$ cat config.mk
export PLATFORM = sky130hd
export DESIGN_NAME = veer_trace_serializer
export DESIGN_NICKNAME = d
export VERILOG_FILES = /design/src/rtl/veer_trace_serializer.sv
export SDC_FILE = /design/constraint.sdc
export NUM_CORES = 2
export LEC_CHECK = 0
export ABC_AREA = 1
export CELL_PAD_IN_SITES_DETAIL_PLACEMENT = 1
export CELL_PAD_IN_SITES_GLOBAL_PLACEMENT = 2
export CORE_UTILIZATION = 32
export CTS_BUF_LIST = sky130_fd_sc_hd__clkbuf_4
export DETAILED_ROUTE_END_ITERATION = 10
export PLACE_DENSITY = 0.86
export SETUP_SLACK_MARGIN = 0.4
export SYNTH_ARGS = -nofsm -noshare
export SYNTH_HDL_FRONTEND = slang
export SYNTH_SLANG_ARGS = --single-unit
$ cat constraint.sdc
create_clock -name clk -period 6.45 [get_ports clk]
set_input_delay 1.29 -clock clk [delete_from_list [all_inputs] [get_ports clk]]
set_output_delay 1.29 -clock clk [all_outputs]
set_load 0.01 [all_outputs]
$ cat src/rtl/veer_trace_serializer.sv
// Instruction-trace consumer: compacts up to three retired slots per cycle into a
// FIFO and streams one record per cycle; groups that do not fit are dropped and counted.
module veer_trace_serializer #(
  parameter int DEPTH      = 8,
  parameter int DROP_CNT_W = 16
) (
  input  logic                    clk,
  input  logic                    rst,
  input  logic [2:0]              trace_rv_i_valid_ip,
  input  logic [95:0]             trace_rv_i_insn_ip,
  input  logic [95:0]             trace_rv_i_address_ip,
  input  logic [2:0]              trace_rv_i_exception_ip,
  input  logic [4:0]              trace_rv_i_ecause_ip,
  input  logic [2:0]              trace_rv_i_interrupt_ip,
  input  logic [31:0]             trace_rv_i_tval_ip,
  output logic                    out_valid,
  input  logic                    out_ready,
  output logic [31:0]             out_insn,
  output logic [31:0]             out_addr,
  output logic                    out_exception,
  output logic                    out_interrupt,
  output logic [4:0]              out_ecause,
  output logic [31:0]             out_tval,
  output logic                    out_overflow,
  output logic [DROP_CNT_W-1:0]   drop_count,
  output logic [$clog2(DEPTH):0]  fifo_level
);
  localparam int AW = $clog2(DEPTH);
  localparam int PW = AW + 1;

  logic [PW-1:0]         r_wr_ptr, r_rd_ptr;
  logic                  r_pending_ovf;
  logic [DROP_CNT_W-1:0] r_drop_cnt;

  logic [31:0] r_insn   [DEPTH];
  logic [31:0] r_addr   [DEPTH];
  logic        r_exc    [DEPTH];
  logic        r_int    [DEPTH];
  logic [4:0]  r_ecause [DEPTH];
  logic [31:0] r_tval   [DEPTH];
  logic        r_ovf    [DEPTH];

  logic [1:0]          w_n;
  logic [1:0]          w_off [3];
  logic [AW-1:0]       w_idx [3];
  logic [PW-1:0]       w_level, w_free;
  logic                w_accept, w_drop, w_pop, w_valid;
  logic [AW-1:0]       w_head;
  logic [DROP_CNT_W:0] w_drop_sum;

  always_comb begin
    w_n      = {1'b0, trace_rv_i_valid_ip[0]} + {1'b0, trace_rv_i_valid_ip[1]}
             + {1'b0, trace_rv_i_valid_ip[2]};
    // Each valid slot lands at wr_ptr plus the number of valid slots below it.
    w_off[0] = 2'd0;
    w_off[1] = {1'b0, trace_rv_i_valid_ip[0]};
    w_off[2] = {1'b0, trace_rv_i_valid_ip[0]} + {1'b0, trace_rv_i_valid_ip[1]};
    for (int unsigned i = 0; i < 3; i++) begin
      w_idx[i] = r_wr_ptr[AW-1:0] + AW'(w_off[i]);
    end
    w_level    = r_wr_ptr - r_rd_ptr;
    w_free     = PW'(DEPTH) - w_level;
    w_accept   = (w_n != 2'd0) && (PW'(w_n) <= w_free);
    w_drop     = (w_n != 2'd0) && !w_accept;
    w_valid    = (w_level != '0);
    w_pop      = w_valid && out_ready;
    w_head     = r_rd_ptr[AW-1:0];
    w_drop_sum = {1'b0, r_drop_cnt} + (DROP_CNT_W+1)'(w_n);
  end

  always_ff @(posedge clk or posedge rst) begin
    if (rst) begin
      r_wr_ptr      <= '0;
      r_rd_ptr      <= '0;
      r_pending_ovf <= 1'b0;
      r_drop_cnt    <= '0;
    end else begin
      if (w_accept) begin
        r_wr_ptr      <= r_wr_ptr + PW'(w_n);
        r_pending_ovf <= 1'b0;
      end
      if (w_drop) begin
        r_pending_ovf <= 1'b1;
        r_drop_cnt    <= w_drop_sum[DROP_CNT_W] ? '1 : w_drop_sum[DROP_CNT_W-1:0];
      end
      if (w_pop) begin
        r_rd_ptr <= r_rd_ptr + 1'b1;
      end
    end
  end

  always_ff @(posedge clk) begin
    for (int unsigned i = 0; i < 3; i++) begin
      if (w_accept && trace_rv_i_valid_ip[i]) begin
        r_insn[w_idx[i]]   <= trace_rv_i_insn_ip[32*i +: 32];
        r_addr[w_idx[i]]   <= trace_rv_i_address_ip[32*i +: 32];
        r_exc[w_idx[i]]    <= trace_rv_i_exception_ip[i];
        r_int[w_idx[i]]    <= trace_rv_i_interrupt_ip[i];
        r_ecause[w_idx[i]] <= (trace_rv_i_exception_ip[i] | trace_rv_i_interrupt_ip[i])
                              ? trace_rv_i_ecause_ip : '0;
        r_tval[w_idx[i]]   <= (trace_rv_i_exception_ip[i] | trace_rv_i_interrupt_ip[i])
                              ? trace_rv_i_tval_ip : '0;
        r_ovf[w_idx[i]]    <= r_pending_ovf && (w_off[i] == 2'd0);
      end
    end
  end

  always_comb begin
    out_valid     = w_valid;
    out_insn      = w_valid ? r_insn[w_head]   : '0;
    out_addr      = w_valid ? r_addr[w_head]   : '0;
    out_exception = w_valid ? r_exc[w_head]    : 1'b0;
    out_interrupt = w_valid ? r_int[w_head]    : 1'b0;
    out_ecause    = w_valid ? r_ecause[w_head] : '0;
    out_tval      = w_valid ? r_tval[w_head]   : '0;
    out_overflow  = w_valid ? r_ovf[w_head]    : 1'b0;
    drop_count    = r_drop_cnt;
    fifo_level    = w_level;
  end
endmodule

==> impl_metrics.tcl <==
set metrics [dict create \
    drive_above_1_share_pct 10.0 \
    fin_crit_sh_pct 92.2 \
    dr.pass1.iters 8 \
    grt_antenna_before_repair 16 \
    synth.cell_area_um2 55600 \
    critPathTopFamily "buffers and inverters" \
    fp.dieH_um 419 \
    routedWlPerCell_um 25.9 \
    synth_top_cell_by_area "edfxtp_1" \
    critPathLaunchType "register" \
    syn-mean-instance-area_um2 7.29 \
    first_iter_violations 5870 \
    arrival_ns 4.66 \
    multiInputGateArea_um2 25800 \
    peakVddDrop_mv 0.582 \
    ys_warn_count 0 \
    syn_to_final_growth_pct 16.5 \
    clk_latency_ns 1.34 \
    cts_sinks 857 \
    power.density_nw_per_um2 560 \
    yosysSeqAreaShare_pct 46.1 \
    root_buffer "clkbuf_4" \
    htree_levels 5 \
    rsz0062_at_grt "false" \
    critPathSlowestCell "clkdlybuf4s50_1" \
    maxCapViolations 0 \
    setup-tns-final_ns 0 \
    final_area_um2 64700 \
    fillCellCount 21300 \
    grt_pass1_vias 59800 \
    clock_tree.buffer_depth 4 \
    drc 0 \
    crit_buf_inv 5 \
    leakagePower_nw 28.8 \
    synthTopCellsByArea "edfxtp_1 45%, nand2_1 25%, nand3_1 7.6%" \
    cpMostUsedCell "inv_1" \
    ys_ff_latch 857 \
    yosysTopAreaCellShare_pct 45.0 \
    cts_made_buffers 286 \
    slew_violations 0 \
    clk_pin_slew_ns 0.06 \
    fp-row-count 152 \
    hold_buffers 0 \
    hp-class "input port to async pin" \
    gp_congestion 0.808 \
    fin_crit_ns 5.95 \
    core_area_um2 172000 \
    clock_skew_ns 0.152 \
    max_slew_margin_pct 31.6 \
    dpl.cell_count 9830 \
    path_max_fanout 36 \
    viasPerCell 5.61 \
    post_dp_cell_area_um2 61300 \
    syn_inst 7625 \
    ios 366 \
    synth.distinct_cells 34 \
    postRouteAntennaNets 0 \
    seqCellArea_um2 25600 \
    fin_nets 8078 \
    grt_usage_pct 29.9 \
    run_status "finished, final reports clean" \
    crit_type "register to output pin" \
    cp_cell_sequence "inv_1 > ha_1 > inv_1 > fa_1 > inv_1 > ha_1 > nand2_1 > bufinv_16 > nor2_1 > clkdlybuf4s50_1" \
    fin_ws_ns 0.505 \
    cp.required_ns 5.16 \
    post-dp-hpwl_um 146000 \
    end_kind "output pin" \
    die_x_um 419 \
    r2r_setup_slack_ns 1.50 \
    cts_tree "built" \
    grt-ovfl-total 0 \
    fmax_mhz 168 \
    tightest_slew_ns 1.03 \
    grt_max_degree 164 \
    fin_hold_ws_ns 0.394 \
    start_util_pct 32.3 \
    synth_nets 7887 \
    port_buffers 365 \
    grt_pass1_wl_um 392000 \
    hold_viol 0 \
    wirelength_um 267000 \
    vias 57700 \
    slowest_delay_ns 0.65 \
    final_cells 10300 \
    setup_viol 0 \
    die_area_um2 175000 \
    place_ws_ns 0.925 \
]
-- power by group --
group          internal [mW]  total (mW)  leakage, nW  switching, mW
registers               9.87        10.6         7.97          0.700
clock network           2.90        5.63         1.96           2.73
logic                   6.35        20.1         18.8           13.7
-- routing by layer --
layer	part of all wire (%)	GRT usage, %
met3	8.6	5.41
met1	40	37.8
met2	47	48.6
met4	5.0	15.7
met5	0.026	0
-- Yosys cell counts (all sizes together) --
cell,n
clkinv,4
nor4,1
o21ai,452
nor3,10
edfxtp,832
xor2,17
clkbuf,243
nand3b,1
or2,2
fa,5
dfrtp,25
ha,16
nor2,196
xnor2,2
nand2,3751
inv,433
mux2,208
a21oi,212
nand3,848
nand4,22
buf,345
-- flip-flops by register name, indices dropped and copies added (netlist names) --
signal / flops
r_addr: 256
r_insn: 256
r_tval: 256
r_ecause: 40
drop_count: 16
r_exc: 8
r_int: 8
r_ovf: 8
r_rd_ptr: 4
r_wr_ptr: 4
r_pending_ovf: 1
-- path summary, 6_finish.rpt --
check | from | endpoint | depth (start not counted)
setup / recovery | r_wr_ptr[0] | out_tval[2] | 10
hold / removal | rst | r_pending_ovf | 3
setup reg to reg | r_wr_ptr[0] | r_addr[7][6] | 19
hold reg to reg | r_wr_ptr[3] | r_wr_ptr[3] | 1
max in group asynchronous | rst | r_rd_ptr[1] | 3
min in group clk | r_wr_ptr[3] | r_wr_ptr[3] | 1
-- layout make-up --
| type | instances | share of cell area [%] |
|---|---|---|
| diodes | 16 | 0.0619 |
| multi-input cells | 5743 | 39.9 |
| clock buffers | 402 | 4.66 |
| flip-flops and latches | 857 | 39.6 |
| repair buffers | 491 | 8.28 |
| clock inverters | 41 | 0.323 |
| well taps | 2310 | 4.47 |
| inverters | 437 | 2.68 |
-- stage by stage --
stage          utilization, %  total power, mW
6_report                 37.6             36.3
5_1_grt                  37.6             38.1
4_1_cts                  37.6             36.1
3_5_place_dp             35.6             30.2
3_3_place_gp             35.6             29.7
2_1_floorplan               -             21.3
-- timing repair --
action / in CTS / in global routing
endpoints found under the setup margin: 104 / 25
setup buffers: 5 / 2
cloned: 1 / 0
resized for setup: 14 / 2
-- logic make-up (layout without fill, tap and decap cells) --
family / Yosys count / in the layout / share of synthesized area (%)
AND/OR/NAND/NOR: 4831 / 4831 / 35.1
buffers and inverters: 1025 / 1371 / 7.78
flip-flops: 857 / 857 / 46.1
AO/OA/AOI/OAI: 664 / 664 / 5.98
multiplexers: 208 / 208 / 4.22
adder cells (fa/ha/maj): 21 / 21 / 0.541
XOR/XNOR: 19 / 19 / 0.300
other: 0 / 16 / 0
-- placed cells by master, fill, tap and decap left out, types with 2 or more instances in the layout --
cell type | Yosys | final
bufinv_16 | 0 | 3
nor3_1 | 10 | 10
nand4_4 | 8 | 16
inv_6 | 0 | 9
nand4_1 | 6 | 6
fa_1 | 5 | 5
clkbuf_4 | 0 | 402
dfrtp_1 | 25 | 22
nand2_2 | 1 | 3
mux2_2 | 208 | 208
diode_2 | 0 | 16
or2_1 | 2 | 2
nor2_1 | 187 | 186
inv_1 | 421 | 420
dfrtp_4 | 0 | 3
xor2_1 | 17 | 17
edfxtp_1 | 832 | 832
buf_6 | 2 | 7
xnor2_1 | 2 | 2
nand3_1 | 846 | 838
nor2_4 | 1 | 9
buf_4 | 28 | 62
a21oi_1 | 212 | 212
nand2_1 | 3750 | 3748
ha_1 | 16 | 16
nand3_4 | 1 | 9
inv_2 | 12 | 6
clkdlybuf4s50_1 | 0 | 365
buf_12 | 0 | 53
clkinv_1 | 4 | 36
o21ai_1 | 8 | 8
buf_16 | 0 | 2
clkinv_2 | 0 | 2
o21ai_0 | 444 | 444
-- worst min-delay path, delay by kind of cell --
kind                   cells  cell delay (ns)
buffers and inverters      3             0.76
No activity file was read; power rests on OpenSTA's default activity.
